**src/rtl/ps2_rx_frame_if.sv**
```systemverilog
// Bundle of PS/2 pin inputs and byte-FIFO read-side signals for ps2_rx_frame.
// master = the receiver (drives the FIFO side), slave = its user (drives pins and rd_en).
interface ps2_rx_frame_if #(
  parameter int DATA_W     = 8,
  parameter int FIFO_DEPTH = 4
);
  localparam int FILL_W = $clog2(FIFO_DEPTH + 1);

  logic              ps2_clk_in;
  logic              ps2_data_in;
  logic              rd_en;
  logic [DATA_W-1:0] rd_data;
  logic              rd_valid;
  logic [FILL_W-1:0] fill;
  logic              frame_err;
  logic              overflow;

  modport master (
    input  ps2_clk_in, ps2_data_in, rd_en,
    output rd_data, rd_valid, fill, frame_err, overflow
  );

  modport slave (
    output ps2_clk_in, ps2_data_in, rd_en,
    input  rd_data, rd_valid, fill, frame_err, overflow
  );
endinterface

```
**src/rtl/ps2_rx_frame.sv**
```systemverilog
// PS/2 device-to-host receiver: synchroniser, clock de-glitch filter, framing FSM, byte FIFO.
// Optional odd-parity enforcement is enabled by defining PS2_RX_PARITY_CHECK_EN.
module ps2_rx_frame #(
  parameter int DATA_W      = 8,
  parameter int SYNC_STAGES = 2,
  parameter int FILTER_LEN  = 4,
  parameter int TIMEOUT_CYC = 5000,
  parameter int FIFO_DEPTH  = 4
) (
  input  logic             clk,
  input  logic             reset,
  ps2_rx_frame_if.master   bus
);
  localparam int FILL_W = $clog2(FIFO_DEPTH + 1);
  localparam int PTR_W  = (FIFO_DEPTH > 1) ? $clog2(FIFO_DEPTH) : 1;
  localparam int CNT_W  = (DATA_W > 1) ? $clog2(DATA_W) : 1;
  localparam int TMO_W  = (TIMEOUT_CYC > 1) ? $clog2(TIMEOUT_CYC) : 1;

  typedef enum logic [1:0] {S_IDLE, S_DATA, S_PARITY, S_STOP} state_e;

  // ---------------- synchronise and filter ----------------
  logic [SYNC_STAGES-1:0] sclk_q, sdat_q;
  logic [FILTER_LEN-2:0]  hist_q;
  logic [FILTER_LEN-1:0]  dly_q;
  logic [FILTER_LEN-1:0]  window;
  logic                   filt_q, filt_d, fall_q;
  logic                   d_bit;

  // window = the last FILTER_LEN synced clock samples, newest in bit 0
  assign window = {hist_q, sclk_q[SYNC_STAGES-1]};
  assign d_bit  = dly_q[FILTER_LEN-1];

  always_comb begin
    filt_d = filt_q;
    if (&window)       filt_d = 1'b1;
    else if (~|window) filt_d = 1'b0;
  end

  // NOTE: sequential state uses non-blocking assignments so every flop samples pre-edge values.
  always_ff @(posedge clk) begin
    if (reset) begin
      sclk_q <= '1;
      sdat_q <= '1;
      hist_q <= '1;
      dly_q  <= '1;
      filt_q <= 1'b1;
      fall_q <= 1'b0;
    end else begin
      sclk_q <= {sclk_q[SYNC_STAGES-2:0], bus.ps2_clk_in};
      sdat_q <= {sdat_q[SYNC_STAGES-2:0], bus.ps2_data_in};
      hist_q <= window[FILTER_LEN-2:0];
      dly_q  <= {dly_q[FILTER_LEN-2:0], sdat_q[SYNC_STAGES-1]};
      filt_q <= filt_d;
      fall_q <= filt_q & ~filt_d;
    end
  end

  // ---------------- framing FSM ----------------
  state_e            state_q, state_d;
  logic [DATA_W-1:0] sh_q, sh_d;
  logic [CNT_W-1:0]  cnt_q, cnt_d;
  logic              par_q, par_d;
  logic [TMO_W-1:0]  tmo_q, tmo_d;
  logic              parity_ok, push_req, err_d;

`ifdef PS2_RX_PARITY_CHECK_EN
  assign parity_ok = ^{sh_q, par_q};
`else
  assign parity_ok = 1'b1;
`endif

  // NOTE: every always_comb output gets a default first, so no path can infer a latch.
  always_comb begin
    state_d  = state_q;
    sh_d     = sh_q;
    cnt_d    = cnt_q;
    par_d    = par_q;
    tmo_d    = tmo_q + 1'b1;
    push_req = 1'b0;
    err_d    = 1'b0;
    if (state_q == S_IDLE || fall_q) tmo_d = '0;
    if (fall_q) begin
      case (state_q)
        S_IDLE: if (!d_bit) begin
          state_d = S_DATA;
          cnt_d   = '0;
        end
        S_DATA: begin
          sh_d  = DATA_W'({d_bit, sh_q} >> 1);
          cnt_d = cnt_q + 1'b1;
          if (cnt_q == CNT_W'(DATA_W - 1)) state_d = S_PARITY;
        end
        S_PARITY: begin
          par_d   = d_bit;
          state_d = S_STOP;
        end
        default: begin
          if (d_bit && parity_ok) push_req = 1'b1;
          else                    err_d    = 1'b1;
          state_d = S_IDLE;
        end
      endcase
    end else if (state_q != S_IDLE && tmo_q == TMO_W'(TIMEOUT_CYC - 1)) begin
      // a fall in this same cycle would have taken the branch above instead
      state_d = S_IDLE;
      tmo_d   = '0;
      err_d   = 1'b1;
    end
  end

  always_ff @(posedge clk) begin
    if (reset) begin
      state_q <= S_IDLE;
      sh_q    <= '0;
      cnt_q   <= '0;
      par_q   <= 1'b0;
      tmo_q   <= '0;
    end else begin
      state_q <= state_d;
      sh_q    <= sh_d;
      cnt_q   <= cnt_d;
      par_q   <= par_d;
      tmo_q   <= tmo_d;
    end
  end

  // ---------------- byte FIFO ----------------
  logic [DATA_W-1:0] mem_q [FIFO_DEPTH];
  logic [PTR_W-1:0]  wr_ptr_q, rd_ptr_q;
  logic [FILL_W-1:0] fill_q;
  logic              pop, push, err_q, ovf_q;

  assign pop  = bus.rd_en && (fill_q != '0);
  assign push = push_req && ((fill_q != FILL_W'(FIFO_DEPTH)) || pop);

  // NOTE: storage is not reset; pointers and fill define validity, and rd_data is gated when empty.
  always_ff @(posedge clk) begin
    if (push) mem_q[wr_ptr_q] <= sh_q;
  end

  always_ff @(posedge clk) begin
    if (reset) begin
      wr_ptr_q <= '0;
      rd_ptr_q <= '0;
      fill_q   <= '0;
      err_q    <= 1'b0;
      ovf_q    <= 1'b0;
    end else begin
      if (push) wr_ptr_q <= wr_ptr_q + 1'b1;
      if (pop)  rd_ptr_q <= rd_ptr_q + 1'b1;
      case ({push, pop})
        2'b10:   fill_q <= fill_q + 1'b1;
        2'b01:   fill_q <= fill_q - 1'b1;
        default: fill_q <= fill_q;
      endcase
      err_q <= err_d;
      ovf_q <= push_req && !push;
    end
  end

  assign bus.rd_valid  = (fill_q != '0);
  assign bus.rd_data   = (fill_q != '0) ? mem_q[rd_ptr_q] : '0;
  assign bus.fill      = fill_q;
  assign bus.frame_err = err_q;
  assign bus.overflow  = ovf_q;
endmodule

```
**src/flat_wrapper.sv**
```systemverilog
// flat-port wrapper written by rule: the top's interface ports become plain ports
module ps2_rx_frame_flat 
#(
  parameter int DATA_W      = 8,
  parameter int SYNC_STAGES = 2,
  parameter int FILTER_LEN  = 4,
  parameter int TIMEOUT_CYC = 5000,
  parameter int FIFO_DEPTH  = 4
)
  (clk, reset, bus_ps2_clk_in, bus_ps2_data_in, bus_rd_en, bus_rd_data, bus_rd_valid, bus_fill, bus_frame_err, bus_overflow);
  ps2_rx_frame_if #(.DATA_W(DATA_W), .FIFO_DEPTH(FIFO_DEPTH)) bus_i ();
  input  logic clk;
  input  logic reset;
  input wire logic [$bits(bus_i.ps2_clk_in)-1:0] bus_ps2_clk_in;
  input wire logic [$bits(bus_i.ps2_data_in)-1:0] bus_ps2_data_in;
  input wire logic [$bits(bus_i.rd_en)-1:0] bus_rd_en;
  output wire logic [$bits(bus_i.rd_data)-1:0] bus_rd_data;
  output wire logic [$bits(bus_i.rd_valid)-1:0] bus_rd_valid;
  output wire logic [$bits(bus_i.fill)-1:0] bus_fill;
  output wire logic [$bits(bus_i.frame_err)-1:0] bus_frame_err;
  output wire logic [$bits(bus_i.overflow)-1:0] bus_overflow;
  assign bus_i.ps2_clk_in = bus_ps2_clk_in;
  assign bus_i.ps2_data_in = bus_ps2_data_in;
  assign bus_i.rd_en = bus_rd_en;
  assign bus_rd_data = bus_i.rd_data;
  assign bus_rd_valid = bus_i.rd_valid;
  assign bus_fill = bus_i.fill;
  assign bus_frame_err = bus_i.frame_err;
  assign bus_overflow = bus_i.overflow;
  ps2_rx_frame #(.DATA_W(DATA_W), .SYNC_STAGES(SYNC_STAGES), .FILTER_LEN(FILTER_LEN), .TIMEOUT_CYC(TIMEOUT_CYC), .FIFO_DEPTH(FIFO_DEPTH)) u_core (.clk(clk), .reset(reset), .bus(bus_i));
endmodule
```
**config.mk**
```make
export PLATFORM = sky130hd
export DESIGN_NAME = ps2_rx_frame_flat
export DESIGN_NICKNAME = d
export VERILOG_FILES = /design/src/rtl/ps2_rx_frame_if.sv /design/src/rtl/ps2_rx_frame.sv /design/src/flat_wrapper.sv
export SDC_FILE = /design/constraint.sdc
export NUM_CORES = 1
export LEC_CHECK = 0
export CORE_UTILIZATION = 55
export CTS_BUF_LIST = sky130_fd_sc_hd__clkbuf_4
export DETAILED_ROUTE_END_ITERATION = 6
export GPL_ROUTABILITY_DRIVEN = 0
export HOLD_SLACK_MARGIN = 0.03
export PLACE_DENSITY = 0.74
export SKIP_CTS_REPAIR_TIMING = 1
export SLEW_MARGIN = 20
export SYNTH_ARGS = -nofsm -noshare
export SYNTH_HDL_FRONTEND = slang
export SYNTH_SLANG_ARGS = --single-unit
```
**constraint.sdc**
```tcl
create_clock -name clk -period 6.01 [get_ports clk]
set_input_delay 1.803 -clock clk [delete_from_list [all_inputs] [get_ports clk]]
set_output_delay 1.803 -clock clk [all_outputs]
set_load 0.02 [all_outputs]
```
Yosys cells after proc, flatten, opt, wreduce, memory -nomap -nowiden

Memory sizes are Yosys's and may differ from the RTL's. A register that Yosys moved wholly into a read port is not among the register bits.
Cells that the tools add are included.

Output and inout port bits: 14
ROM bits: 0
Logic and storage cells: 78
Bits in registers: 48
Bits in latches: 0
RAM bits: 32
Memories kept: 1

Memory list:

| name         | depth | bits a word | rd ports | clocked after memory_dff | wr ports | RTL line            | source |
|---|---|---|---|---|---|---|---|
| u_core.mem_q | 4     | 8           | 1        | 1                        | 1        | ps2_rx_frame.sv:128 | `logic [DATA_W-1:0] mem_q [FIFO_DEPTH];` |

Div/mod/pow operators: 0
Magnitude comparators: 0
$add $sub $neg: 6
Shifts and indexed selects: 0
Mux-type cells: 25
$mul: 0
Eq/ne operators: 10
Reductions and logical operators: 19
Bitwise logic cells: 2

Operators by type and width:

| cell                                                 | count |
|---|---|
| two-way mux 13 bit                                   | 3 |
| adder 13 x 1 -> 13 bit (second input constant)       | 1 |
| equality test 13 bit (second input constant)         | 1 |
| two-way mux 2 bit                                    | 6 |
| one-hot mux 3 bit (2 select lines)                   | 2 |
| two-way mux 1 bit                                    | 11 |
| inequality test 3 bit (second input constant)        | 3 |
| two-way mux 8 bit                                    | 1 |
| nonzero test 2 bit                                   | 4 |
| adder 3 x 1 -> 3 bit (second input constant)         | 2 |
| one-hot mux 2 bit (3 select lines)                   | 1 |
| AND reduction 3 bit                                  | 2 |
| adder 2 x 1 -> 2 bit (second input constant)         | 2 |
| equality test 2 x 1 -> 1 bit (second input constant) | 2 |
| equality test 2 bit (second input constant)          | 2 |
| logical AND 1 bit                                    | 4 |
| AND reduction 4 bit                                  | 1 |
| OR reduction 4 bit                                   | 1 |
| equality test 3 bit (second input constant)          | 1 |
| two-way mux 3 bit                                    | 1 |
| nonzero test 3 bit                                   | 1 |
| OR reduction 3 bit                                   | 1 |
| subtractor 3 x 1 -> 3 bit (second input constant)    | 1 |
| logical NOT 2 bit                                    | 1 |
| 6 further kinds                                      | 7 |

Longest topological paths before layout

Gate-level depths: netlist of the first run.

Depth after elaboration: 7
Mapped depth: 7
Gate-level depth less buffers: 7

Worst setup path after synthesis of the first run

Ideal clock, no wire load.

Path kind: input to register
Start: in bus_rd_en
End: reg u_core.fill_q[2], in the netlist u_core.bus.fill[2]
Stages: 5
Required time: 5889 ps
Data arrival time: 3180 ps
Setup time: 121 ps
Slack: 2709 ps
Cells stage by stage: o31a_1 > nand2_1 > fa_1 > o41a_1 > mux2_2

Cells in the longest elaborated chain, start to end: 5
Elaborated cells on any way between the ends: 7
Classes of those cells: 2 x eq/ne; 1 x mux; 4 x reduce/logical

RTL lines:

| item                                                                     | RTL line            | source |
|---|---|---|
| from (decl)                                                              | flat_wrapper.sv:16  | `input wire logic [$bits(bus_i.rd_en)-1:0] bus_rd_en;` |
| logical AND 1 bit *                                                      | ps2_rx_frame.sv:133 | `assign pop = bus.rd_en && (fill_q != '0);` |
| logical OR 1 bit                                                         | ps2_rx_frame.sv:134 | `assign push = push_req && ((fill_q != FILL_W'(FIFO_DEPTH)) \|\| pop);` |
| logical AND 1 bit                                                        | ps2_rx_frame.sv:134 |  |
| equality test 2 x 1 -> 1 bit or equality test 2 bit (tied branches)      | ps2_rx_frame.sv:151 | `case ({push, pop})` |
| one-hot mux 3 bit (2 select lines) or nonzero test 2 bit (tied branches) | n/a                 |  |
| to (signal assigned)                                                     | ps2_rx_frame.sv:152 | `2'b10: fill_q <= fill_q + 1'b1;` |
| to (signal assigned)                                                     | ps2_rx_frame.sv:153 | `2'b01: fill_q <= fill_q - 1'b1;` |
| to (signal assigned)                                                     | ps2_rx_frame.sv:154 | `default: fill_q <= fill_q;` |
| to (decl)                                                                | ps2_rx_frame.sv:130 | `logic [FILL_W-1:0] fill_q;` |

Every way passes the cells marked *; elsewhere a longest branch is shown, timed or not.
A chain may end at the register's enable or synchronous reset.

==> metrics, run 1 <==
Rel. slew slack 0.464; first-pass GRT wire length 7980 microns; Hold Crit Class reg -> reg; Async SR Flop Fraction 0; largest net degree at the start of global routing 41; count leader, synth dfxtp_1; xor-xnor portion of the synthesized cell area 0.0377; post-synthesis mux area share 0.0658; Main synth FF type dfxtp_1; main combinational cell family by area after synthesis simple AND/OR/NAND/NOR gates; Clock Sinks slightly above 80; share of cells above drive strength 1 0.141; Post-Place Cells 354; nets between 300 and 400; # setup viols final 0; worst-skew pair later-pin latency slightly above 0.4 ns; via count 1937; CTS tree done; pwr/cell area 338 nW/um^2; outcome finished clean; drt wl/cell approximately 13 microns; initial antenna violation count 0; Combinational Power Share 0.215; Compound-Gate Fraction of Synth Area 0.0496; final hold vios 0; Max Clock Skew 0.0180 ns; I/O pin count 19; Initial Util 0.580; Via density 5.24; synth unique cells 39; adder-cell area share of the yosys netlist 0.0485; Final period util 0.688; Die H 78.9 microns; power share of the clock group 0.286; First-pass DRT Iterations 4; die area 6220 sq um; Die W 78.9 microns; CP Launch Type flip-flop; Setup CP Type reg -> out; Synth Register Bits 82; root buf cell clkbuf_4; NetSw 0.339 mW; P&R area growth vs syn 12.4%; Synth warnings 0; Setup crit end kind output port; Core Box Area ~5600 sq um; DP Wirelength 3280 microns; 1st-iter DRT viols 49; row count 27; synthesized area per cell approximately 12 sq um; H-tree depth 3; Num CTS Buffers 9; Max Fclk 0.242 GHz; Post-synth EDFFs 32; final setup TNS 0 ns; WP data required 4.21 ns; WP data arrival 2.33 ns; Antenna Nets Post-Route 0; Clock transition at path regs 0.12 ns; Mapped Area approximately 3300 sq um; top post-synthesis cells by count dfxtp_1 (50), edfxtp_1 (32), nor2_1 (30), nand2_1 (18), inv_1 (13); CP Max Fanout 8; sequential share of power 0.499; antenna cells 0; Post-Syn Instances about 270; GRT Total Usage 0.173; post-synthesis sequential area ratio 0.603; internal power 0.897 mW; max-cap viol count 0; Area contributors post-synth dfxtp_1 (31%), edfxtp_1 (30%), mux4_2 (5.5%); Pleak 1.20 nW; unrepaired setup endpoints after global routing false; clock buffer depth 2; syn nets 289; Synth Area in Simple Gates 0.168; worst slew pin tran 0.793 ns; Synth top area share 0.308; GRT overflow 0; DRC violations left 0; Worst VDD drop 265 uV; Total Wirelength 4930 microns; Finished Layout Cells 370; Switching Fraction 0.274; leading area contributor after synthesis dfxtp_1; fillers 446; Max Slew Vio Count 0; vias in the first global route between 1.5k and 2k; minimum clock period 4.13 ns; PortBufs 18
[area by class of cell]
class                      instances  area, sq um  share of cell area
sequential                        82         1960               0.537
multi-input combinational        168         1210               0.330
timing repair buffer              19          188              0.0513
clock inverter                     7         92.6              0.0253
tap                               72         90.1              0.0246
clock buffer                       9         67.6              0.0185
inverter                          13         48.8              0.0133
[state kept, by name, summed over array words and instances, names as in the netlist, 3 cells and up, named ones only]
name	flops
u_core.dly_q	4
u_core.hist_q	3
u_core.mem_q	32
u_core.cnt_q	3
u_core.tmo_q	13
u_core.bus.fill	3
u_core.sh_q	8
[kinds of logic (layout without fill, tap and decap cells)]
family                   after synthesis  after routing
AND/OR/NAND/NOR                      106            106
buffers and inverters                 22             48
flip-flops                            82             82
XOR/XNOR                              14             14
multiplexers                          11             11
adder cells (fa/ha/maj)               12             12
AO/OA/AOI/OAI                         25             25
[power by group through the flow]
stage	clock (mW)	combinational (mW)	sequential, mW
4_1_cts	0.359	0.267	0.618
2_1_floorplan	0	0.172	0.621
5_1_grt	0.381	0.285	0.622
3_5_place_dp	0	0.267	0.630
6_report	0.354	0.265	0.617
3_3_place_gp	0	0.263	0.631
[layout by cell type (no fill, tap or decap), drive strengths merged, types with 2 or more instances in the layout]
cell / netlist / final
a21oi: 12 / 12
a32oi: 2 / 2
and2: 5 / 5
bufinv: 0 / 2
clkbuf: 7 / 9
clkdlybuf4s50: 0 / 18
clkinv: 0 / 2
clkinvlp: 0 / 2
dfxtp: 50 / 50
edfxtp: 32 / 32
ha: 11 / 11
inv: 13 / 14
mux2: 3 / 3
mux4: 8 / 8
nand2: 18 / 18
nand3: 12 / 12
nand3b: 3 / 3
nand4: 3 / 3
nor2: 30 / 30
nor2b: 9 / 9
nor3: 6 / 6
nor3b: 2 / 2
nor4: 2 / 2
o21ai: 3 / 3
o32ai: 2 / 2
or2: 11 / 11
or3: 2 / 2
xnor2: 10 / 10
xor2: 4 / 4
[per-stage QoR]
| stage | setup WS, ns | power (mW) | util | area (sq um) | hold WS [ns] |
|---|---|---|---|---|---|
| finish | 1.88 | 1.24 | 0.652 | 3660 | 0.411 |
| global route | 1.70 | 1.29 | 0.652 | 3660 | 0.436 |
| CTS | 1.73 | 1.24 | 0.651 | 3650 | 0.421 |
| detailed placement | 2.14 | 0.897 | 0.622 | 3490 | 0.393 |
| global placement | 2.17 | 0.893 | 0.622 | 3490 | 0.392 |
| floorplan | 2.71 | 0.793 | - | 3250 | 0.389 |
[worst paths after layout]
path / slack (ns) / start / depth (start not counted) / endpoint
worst max register to register: 3.83 / u_core.state_q[0]$_SDFFE_PP0P_ / 6 / u_core.bus.fill[2]$_SDFFE_PP0P_
worst min register to register: 0.41 / u_core.dly_q[1]$_SDFF_PP1_ / 1 / u_core.dly_q[2]$_SDFF_PP1_
worst min-delay path: 0.41 / u_core.dly_q[1]$_SDFF_PP1_ / 1 / u_core.dly_q[2]$_SDFF_PP1_
worst max-delay path: 1.88 / flip-flop / 3 / bus_rd_data[3]
[layer usage]
metal  part of all wire  vias to the layer above  track usage
li1                   -                      992            -
met1               0.47                      908        0.223
met2               0.48                       30        0.270
met3              0.034                        7       0.0517
met4              0.016                        0       0.0764
met5                  0                        -            0
[critical path, stage by stage, from the launching register on]
cell and delay [ns]:
dfxtp_1 0.66, mux4_2 0.57, nor2b_1 0.14, clkdlybuf4s50_1 0.56
Note: power is estimated with default switching activity, not from simulation.
==> run 2, diff against run 1 <==
--- a/config.mk
+++ b/config.mk
@@ -10,7 +10,7 @@
 export DETAILED_ROUTE_END_ITERATION = 6
 export GPL_ROUTABILITY_DRIVEN = 0
 export HOLD_SLACK_MARGIN = 0.03
-export PLACE_DENSITY = 0.74
+export PLACE_DENSITY = 0.77
 export SKIP_CTS_REPAIR_TIMING = 1
 export SLEW_MARGIN = 20
 export SYNTH_ARGS = -nofsm -noshare
==> constraint.sdc (replaced) <==
create_clock -name clk -period 3.75 [get_ports clk]
set_input_delay 1.125 -clock clk [delete_from_list [all_inputs] [get_ports clk]]
set_output_delay 1.125 -clock clk [all_outputs]
set_load 0.02 [all_outputs]
==> run 2 against run 1 <==
  * Worst hold slack gained 0.010 ns
  * Global-route usage grew 1.5 points
  * Clock power grew 40%
  * Worst setup slack lost 1.6 ns
  * Cell area shrank 0.55%
  * Via count grew 2.4%
  * Register-to-register slack lost 2.3 ns
  * Routed wire length grew 3.3%
  * Power grew 55%
  * Highest routed layer unchanged
  * Sequential power grew 61%
  * Cell count grew 0.27%
  * Largest cell class unchanged
  * Count of clock-buffer cells in the layout is the same
==> metrics, run 2 (synthesized netlist as in run 1, its figures left out) <==
clock buffer depth 2 (unchanged); via count 1983 (was 1937); Finished Layout Cells 371 (was 370); Max Slew Vio Count 0 (unchanged); nets 311 (was 310); Die W 78.9 microns (unchanged); GRT Total Usage 0.189 (was 0.173); WP data arrival 2.37 ns (was 2.33 ns); number of flip-flops in the largest register 32 (unchanged); CP Cell Sequence mux4_2 -> nor2b_1 -> clkdlybuf4s50_1 (unchanged); initial antenna violation count 0 (unchanged); final setup TNS 0 ns (unchanged); CP max stage delay 0.70 ns (was 0.66 ns); Die H 78.9 microns (unchanged); First-pass DRT Iterations 4 (unchanged); Min Hold Slack 0.421 ns (was 0.411 ns); Clock Sinks 82 (unchanged); vias in the first global route 1901 (was 1703); I/O pin count 19 (unchanged); Post-Place Cells 355 (was 354); CP Max Fanout 8 (unchanged); post-route cell area 3640 sq um (was 3660 sq um); Switching Fraction 0.283 (was 0.274); Core Box Area 5610 sq um (unchanged); Critical-path top delay cell dfxtp_1 (unchanged); Setup crit end kind output port (unchanged); Hold Crit Class reg -> reg (unchanged); delay-heaviest family, CP flip-flops (unchanged); Initial Util 0.580 (unchanged); Worst VDD drop 387 uV (was 265 uV); minimum clock period 3.49 ns; Tot Pwr 1.92 mW (was 1.24 mW); internal power 1.38 mW (was 0.897 mW); worst slew pin tran 0.797 ns (was 0.793 ns); WP data required 2.62 ns (was 4.21 ns); H-tree depth 3 (unchanged); most frequent cells in the layout dfxtp_1 (50), edfxtp_1 (32), nor2_1 (30), nand2_1 (18), clkdlybuf4s50_1 (18) (unchanged); final hold vios 0 (unchanged); CP Launch Type flip-flop (unchanged); antenna cells 0 (unchanged); worst-skew pair later-pin latency 0.41 ns (about the same); P&R area growth vs syn 11.8% (was 12.4%); Largest Register u_core.mem_q (unchanged); Max Clock Skew 0.0123 ns (was 0.0180 ns); Placed Area 3500 sq um (was 3490 sq um); post-layout util 0.648 (was 0.652); Total Wirelength 5100 microns (was 4930 microns); Max Fclk 0.286 GHz; pwr/cell area 529 nW/um^2 (was 338 nW/um^2); Combinational Power Share 0.227 (was 0.215); final worst slack 0.259 ns (was 1.88 ns); max-cap viol count 0 (unchanged); Clock transition at path regs 0.13 ns (was 0.12 ns); outcome finished clean (unchanged); Rel. slew slack 0.461 (was 0.464); # setup viols final 0 (unchanged); Num CTS Buffers 9 (unchanged); CTS tree done (unchanged); drt wl/cell 13.7 microns (was 13.3 microns); NetSw 0.544 mW (was 0.339 mW); first-pass GRT wire length 8730 microns (was 7980 microns); Pleak 1.19 nW (was 1.20 nW); sequential share of power 0.516 (was 0.499); DRC violations left 0 (unchanged); share of cells above drive strength 1 0.140 (was 0.141); Final period util 0.931; unrepaired setup endpoints after global routing false (unchanged); Setup CP Type reg -> out (unchanged); DP Wirelength 3390 microns (was 3280 microns); Buf/Inv on CP 1 (unchanged); 1st-iter DRT viols 112 (was 49); power share of the clock group 0.257 (was 0.286); die area 6220 sq um (unchanged); PortBufs 18 (unchanged); Regs by FF count u_core.mem_q (32), u_core.tmo_q (13), u_core.sh_q (8) (unchanged); largest net degree at the start of global routing 39 (was 41); Antenna Nets Post-Route 0 (unchanged); leading cell type in the layout, fill and taps excluded dfxtp_1 (unchanged); Via density 5.35 (was 5.24); root buf cell clkbuf_4 (unchanged); row count 27 (unchanged); GRT overflow 0 (unchanged); pre-CTS setup slack 0.529 ns (was 2.14 ns)
run 2: final cells by class:
type                    count  area, sq um
repair buffers             20          195
inverters                  13         48.8
clock inverters             7         70.1
multi-input cells         168         1200
well taps                  72         90.1
fillers                   475         1970
clock buffers               9         67.6
flip-flops and latches     82         1960
run 2: worst reg2reg max path, cell delays in order, from the launching register on:
cell     delay [ns]
dfxtp_1        0.65
nand3_1        0.34
nor2_1         0.38
and2_1         0.46
run 2: worst paths after layout:
path	start	end	slack, ns	depth (start not counted)
setup / recovery	flip-flop	bus_rd_data[4]	0.26	3
hold reg to reg	u_core.sclk_q[0]$_SDFF_PP1_	u_core.sclk_q[1]$_SDFF_PP1_	0.42	1
hold / removal	u_core.sclk_q[0]$_SDFF_PP1_	u_core.sclk_q[1]$_SDFF_PP1_	0.42	1
setup reg to reg	u_core.fall_q$_SDFF_PP0_	u_core.mem_q[2][6]$_DFFE_PP_	1.58	3
run 2: layer usage:
| layer | wire length, microns | global-route usage |
|---|---|---|
| met1 | 2440 | 0.248 |
| met2 | 2430 | 0.297 |
| met3 | 141 | 0.0345 |
| met4 | 87 | 0.104 |
| met5 | 0 | 0 |
run 2: power groups by stage:
| stage | Sequential [mW] | Clock, mW | Combinational, mW |
|---|---|---|---|
| 6_report | 0.991 | 0.494 | 0.437 |
| 5_1_grt | 0.996 | 0.545 | 0.469 |
| 4_1_cts | 0.993 | 0.511 | 0.442 |
| 3_5_place_dp | 1.01 | 0 | 0.441 |
| 3_3_place_gp | 1.01 | 0 | 0.433 |
| 2_1_floorplan | 0.995 | 0 | 0.275 |
